===== config.mk =====
export PLATFORM = sky130hd
export DESIGN_NAME = bcnn_conv3x3_bin_top
export DESIGN_NICKNAME = d
export VERILOG_FILES = /design/src/rtl/bcnn_pkg.sv /design/src/rtl/bcnn_threshold.sv /design/src/rtl/bcnn_conv3x3_bin_top.sv
export SDC_FILE = /design/constraint.sdc
export NUM_CORES = 1
export LEC_CHECK = 0
export ABC_AREA = 1
export CAP_MARGIN = 20
export CORE_ASPECT_RATIO = 2
export CORE_UTILIZATION = 62
export CTS_CLUSTER_DIAMETER = 30
export DETAILED_ROUTE_END_ITERATION = 8
export PLACE_DENSITY = 0.82
export SLEW_MARGIN = 0
export SYNTH_ARGS = -nofsm -noshare
export SYNTH_HDL_FRONTEND = slang
export SYNTH_SLANG_ARGS = --single-unit

===== constraint.sdc =====
create_clock -name clk -period 7.15 [get_ports clk]
set_clock_uncertainty 0.05 [all_clocks]
set_input_delay 1.43 -clock clk [delete_from_list [all_inputs] [get_ports clk]]
set_output_delay 1.43 -clock clk [all_outputs]
set_load 0.03 [all_outputs]

===== src/rtl/bcnn_pkg.sv =====
// Shared types, constants and helpers for the BCNN feature pipeline.
package bcnn_pkg;

  localparam int KERNEL_SIZE   = 3;
  localparam int KERNEL_BITS   = KERNEL_SIZE * KERNEL_SIZE;
  localparam int SUM_WIDTH_DEF = 4;

  typedef logic [KERNEL_BITS-1:0] window_t;

  function automatic int clog2(input int value);
    int result;
    int v;
    result = 0;
    v      = value - 1;
    while (v > 0) begin
      result = result + 1;
      v      = v >> 1;
    end
    return result;
  endfunction

  // Number of window positions that agree with the kernel.
  function automatic logic [3:0] xnor_popcount(input window_t win, input window_t weights);
    logic [3:0] cnt;
    window_t    match;
    match = ~(win ^ weights);
    cnt   = 4'd0;
    for (int i = 0; i < KERNEL_BITS; i++) begin
      cnt = cnt + {3'd0, match[i]};
    end
    return cnt;
  endfunction

endpackage


===== src/rtl/bcnn_threshold.sv =====
// Registered binarization stage: out = (in >= THRESHOLD), held between valid pulses.
module bcnn_threshold
  import bcnn_pkg::*;
#(
  parameter int WIDTH     = SUM_WIDTH_DEF,
  parameter int THRESHOLD = 3
) (
  input  logic             clk,
  input  logic             reset,
  input  logic [WIDTH-1:0] in,
  input  logic             in_valid,
  output logic             out,
  output logic             out_valid
);

  // Compare register; the activation only updates on a valid input.
  always_ff @(posedge clk) begin
    if (reset) begin
      out       <= 1'b0;
      out_valid <= 1'b0;
    end else begin
      out_valid <= in_valid;
      if (in_valid) begin
        out <= (in >= WIDTH'(THRESHOLD));
      end
    end
  end

endmodule


===== src/rtl/bcnn_conv3x3_bin_top.sv =====
// Streaming binary 3x3 XNOR-popcount convolution over a raster 1-bit image,
// followed by a registered threshold stage.
module bcnn_conv3x3_bin_top
  import bcnn_pkg::*;
#(
  parameter int IMG_WIDTH   = 28,
  parameter int IMG_HEIGHT  = 28,
  parameter int KERNEL_SIZE = 3,
  parameter int SUM_WIDTH   = SUM_WIDTH_DEF,
  parameter int THRESHOLD   = 3
) (
  input  logic                 clk,
  input  logic                 reset,
  input  logic                 pixel_in,
  input  logic                 valid_in,
  input  logic [8:0]           weight_bits,
  output logic [SUM_WIDTH-1:0] popcount,
  output logic                 valid_out,
  output logic                 bin_out,
  output logic                 bin_valid
);

  localparam int COL_W = clog2(IMG_WIDTH);
  localparam int ROW_W = clog2(IMG_HEIGHT);

  logic [COL_W-1:0]     col_r;
  logic [ROW_W-1:0]     row_r;
  logic                 line_top_r [IMG_WIDTH];
  logic                 line_mid_r [IMG_WIDTH];
  window_t              win_r;
  window_t              win_next_s;
  logic                 accept_s;
  logic                 last_col_s;
  logic                 last_row_s;
  logic                 complete_s;
  logic [SUM_WIDTH-1:0] popcount_r;
  logic                 valid_out_r;

  assign accept_s   = valid_in & ~reset;
  assign last_col_s = (col_r == COL_W'(IMG_WIDTH - 1));
  assign last_row_s = (row_r == ROW_W'(IMG_HEIGHT - 1));
  assign complete_s = (row_r >= ROW_W'(2)) && (col_r >= COL_W'(2));

  // Shift the window one column left; the new right column is top/mid taps plus the live pixel.
  always_comb begin
    win_next_s = win_r;
    for (int r = 0; r < KERNEL_SIZE; r++) begin
      win_next_s[r*3 + 0] = win_r[r*3 + 1];
      win_next_s[r*3 + 1] = win_r[r*3 + 2];
    end
    win_next_s[2] = line_top_r[col_r];
    win_next_s[5] = line_mid_r[col_r];
    win_next_s[8] = pixel_in;
  end

  // Raster column/row counters, wrapping at the end of the frame.
  always_ff @(posedge clk) begin
    if (reset) begin
      col_r <= {COL_W{1'b0}};
      row_r <= {ROW_W{1'b0}};
    end else if (valid_in) begin
      if (last_col_s) begin
        col_r <= {COL_W{1'b0}};
        if (last_row_s) begin
          row_r <= {ROW_W{1'b0}};
        end else begin
          row_r <= row_r + ROW_W'(1);
        end
      end else begin
        col_r <= col_r + COL_W'(1);
      end
    end
  end

  // Line buffers: the mid row ages into the top row as the new pixel replaces it.
  always_ff @(posedge clk) begin
    if (accept_s) begin
      line_top_r[col_r] <= line_mid_r[col_r];
      line_mid_r[col_r] <= pixel_in;
    end
  end

  // Window register.
  always_ff @(posedge clk) begin
    if (reset) begin
      win_r <= {KERNEL_BITS{1'b0}};
    end else if (valid_in) begin
      win_r <= win_next_s;
    end
  end

  // Popcount register; holds its value between window pulses.
  always_ff @(posedge clk) begin
    if (reset) begin
      popcount_r  <= {SUM_WIDTH{1'b0}};
      valid_out_r <= 1'b0;
    end else begin
      valid_out_r <= valid_in & complete_s;
      if (valid_in && complete_s) begin
        popcount_r <= SUM_WIDTH'(xnor_popcount(win_next_s, weight_bits));
      end
    end
  end

  assign popcount  = popcount_r;
  assign valid_out = valid_out_r;

  bcnn_threshold #(
    .WIDTH     (SUM_WIDTH),
    .THRESHOLD (THRESHOLD)
  ) u_threshold (
    .clk       (clk),
    .reset     (reset),
    .in        (popcount_r),
    .in_valid  (valid_out_r),
    .out       (bin_out),
    .out_valid (bin_valid)
  );

endmodule


==> impl_metrics.yaml <==
status:
  run_status: "finished clean"
floorplan:
  die_w_um: 57.53
  start_util: 0.6420
  dieHeight_um: 113.1
  io_pins: 20
  fp.dieArea_mm2: 0.006504
  core_area_mm2: 0.005956
  row_count: 40
pwr:
  seqPwrFrac: 0.472
  cellLeakagePower_nw: 1.729
  power-per-cell-area_mw_per_mm2: 260.0
  p_sw_frac: 0.2374
  internal_power_mw: 0.8615
  pwr-share-comb: 0.124
  ir_worst_vdd_mv: 0.1992
  p_clk_frac: 0.404
  power_switching_mw: 0.2682
worst_setup_path:
  reg2reg_setup_slack_ns: 2.89
  critPathKind: "input pin to flop"
  cp.required_ns: 7.36
  start_kind: "input pin"
  crit_arrival_ns: 5.20
  reg2reg_depth: 19
  crit_end: "popcount[2]$_SDFFE_PP0P_"
  rr_endpoint: "popcount[2]$_SDFFE_PP0P_"
  crit_start: "pixel_in"
  critical_path.endpoint_type: "flop"
  worstPathMaxFanout: 30
clock_tree:
  clock_latency_ns: 0.34
  clock_path_buffers: 2
  cts-resized-gates: 0
  cts_setup_buffers: 0
  cts_tree: "built"
  numClockSinks: 84
  cts_buffers: 9
  clock-root-buffer: "clkbuf_16"
  path_clk_slew_ns: 0.06
  cts.htree.levels: 3
  cts_hold_buf: 0
timing:
  fin_setup_tns_ns: 0
  worst_pin_slew_ns: 0.9910
  setup_violations: 0
  fin_crit_sh: 0.6979
  period_minus_slack_ns: 4.990
  rsz0062_at_grt: "false"
  max-slew-margin-rel: 0.3373
  fmax_mhz: 200.4
  hold_viol_final: 0
  slew_violations: 0
grt:
  grt_pass1_wl_mm: 13.50
  grt_pass1_vias: 2890
  antenna_found_initial: 0
  track_usage: 0.2864
  overflow: 0
  grt_max_degree: 33
detailed_routing:
  drc_errors: 0
  routed_wl_mm: 8.441
  drt-initial-drc-count: 131
  routed-via-count: 2864
  wire_per_inst_um: 17.12
  viasPerCell: 5.809
  dr.pass1.iters: 4
  drtAntennaViolNets: 0
yosys:
  syn_avg_cell_area_um2: 9.465
  synth-seq-cells: 84
  synthCells: 404
  seq_area_frac_synth: 0.5864
  syn-cell-area_mm2: 0.003824
  yosysWarningCount: 0
  synth_cell_types: 31
  async_flop_share: 0
  synth-edff-count: 56
  synth-main-ff-cell: "edfxtp_1"
  syn-num-nets: 430
cells_and_area:
  drive_above_1_share: 0.05814
  nets: 451
  fin_cells: 493
  area_growth_pct: 13.61
  n_antenna_cell: 0
place:
  numPortBuffers: 19
  gp_congestion: 0.9336
  dp.cells: 477
  dp_hpwl_mm: 5.853
hold_path:
  holdCritStartpoint: "valid_out$_SDFF_PP0_"
  hp-class: "flop to flop"
run:
  cap_violations: 0
==> synthesized netlist by cell type, types with 2 or more instances <==
| library cell | instances | area share |
|---|---|---|
| a21oi_1 | 10 | 0.013 |
| buf_2 | 6 | 0.0079 |
| clkbuf_1 | 3 | 0.0029 |
| dfxtp_1 | 28 | 0.15 |
| edfxtp_1 | 56 | 0.44 |
| fa_1 | 5 | 0.026 |
| ha_1 | 8 | 0.026 |
| inv_1 | 45 | 0.044 |
| inv_2 | 2 | 0.0020 |
| nand2_1 | 96 | 0.094 |
| nand3_1 | 41 | 0.054 |
| nand4_1 | 3 | 0.0049 |
| nor2_1 | 57 | 0.056 |
| o211ai_1 | 4 | 0.0079 |
| o21ai_0 | 13 | 0.017 |
| o21ai_1 | 3 | 0.0039 |
| or2_2 | 2 | 0.0033 |
| xnor2_1 | 4 | 0.0092 |
| xor2_1 | 6 | 0.014 |
==> how the worst min path moves through the flow <==
stage / endpoint / slack [ns] / cells past startpoint
6_report: u_threshold.out_valid$_SDFF_PP0_ / 0.43 / 2
5_1_grt: u_threshold.out_valid$_SDFF_PP0_ / 0.45 / 2
4_1_cts: u_threshold.out_valid$_SDFF_PP0_ / 0.43 / 2
3_5_place_dp: u_threshold.out_valid$_SDFF_PP0_ / 0.43 / 2
3_3_place_gp: u_threshold.out_valid$_SDFF_PP0_ / 0.42 / 2
2_1_floorplan: row_r[3]$_SDFFE_PP0P_ / 0.43 / 2
==> power by group through the flow <==
stage	clock (mW)	combinational [mW]	sequential (mW)
2_1_floorplan	0	0.0980	0.542
3_3_place_gp	0	0.130	0.543
3_5_place_dp	0	0.139	0.543
4_1_cts	0.458	0.141	0.533
5_1_grt	0.474	0.161	0.534
6_report	0.457	0.140	0.533
==> cells by family after synthesis <==
| logic type | Yosys count | synth area share |
|---|---|---|
| DFF | 84 | 0.5864 |
| AOI/OAI and AO/OA | 34 | 0.05137 |
| xor gates and xnor gates | 10 | 0.02290 |
| adders and majority gates | 13 | 0.05236 |
| buffers and inverters | 58 | 0.06185 |
| and+or+nand+nor | 205 | 0.2251 |
==> through the flow <==
stage / power, mW / util / setup slack (ns) / instance area (µm²) / hold WS (ns)
after global placement: 0.6728 / 0.6796 / 1.984 / 4048 / 0.4203
after detailed placement: 0.6822 / 0.6796 / 1.833 / 4048 / 0.4287
after global routing: 1.169 / 0.7294 / 1.932 / 4344 / 0.4516
after CTS: 1.131 / 0.7294 / 2.175 / 4344 / 0.4330
final: 1.130 / 0.7294 / 2.160 / 4344 / 0.4322
after floorplan: 0.6396 / - / 2.643 / 3824 / 0.4277
==> registers in the layout, indices dropped and copies added, names as in the netlist, named ones only <==
register and cells:
col_r 5, line_mid_r 28, line_top_r 28, popcount 4, row_r 5, u_threshold.out 1, u_threshold.out_valid 1, valid_out 1
win_r 6
==> routing by layer <==
layer  share of wire  routed length [µm]  GRT usage  vias to the layer above
met5               0                   0          0                        -
met4           0.050                 422     0.1919                        0
met3           0.042                 358    0.04114                       27
met2            0.59                4959     0.5496                      111
met1            0.32                2700     0.2603                     1361
li1                -                   -          -                     1365
==> cell type report <==
type,instances,area (µm²)
tap,63,78.83
inverter,47,176.4
fill,395,1612
clock inverter,3,46.29
multi-input combinational,262,1345
clock buffer,13,250.2
sequential,84,2242
timing repair buffer,21,205.2
==> placed cells by master (no fill, tap or decap), drive strengths merged <==
cell type and count:
or2 2, nand2 97, o21ai 17, inv 47, ha 8, buf 2
a21oi 10, clkinv 1, fa 5, clkbuf 13, nor2 59, clkdlybuf4s50 19
a22oi 1, xnor2 4, clkinvlp 1, nand3 42, a2111oi 1, a2111o 1
o211ai 4, nand4 3, xor2 6, dfxtp 28, bufinv 1, edfxtp 56
nor3 1, nor4 1
==> worst max-delay path: stages <==
cell,delay (ns)
clkdlybuf4s50_1,0.93
xnor2_1,0.48
fa_1,0.51
fa_1,0.55
inv_1,0.06
fa_1,0.46
fa_1,0.40
xnor2_1,0.16
nand2_1,0.07
a21oi_1,0.14
No activity file was read; power rests on OpenSTA's default activity.
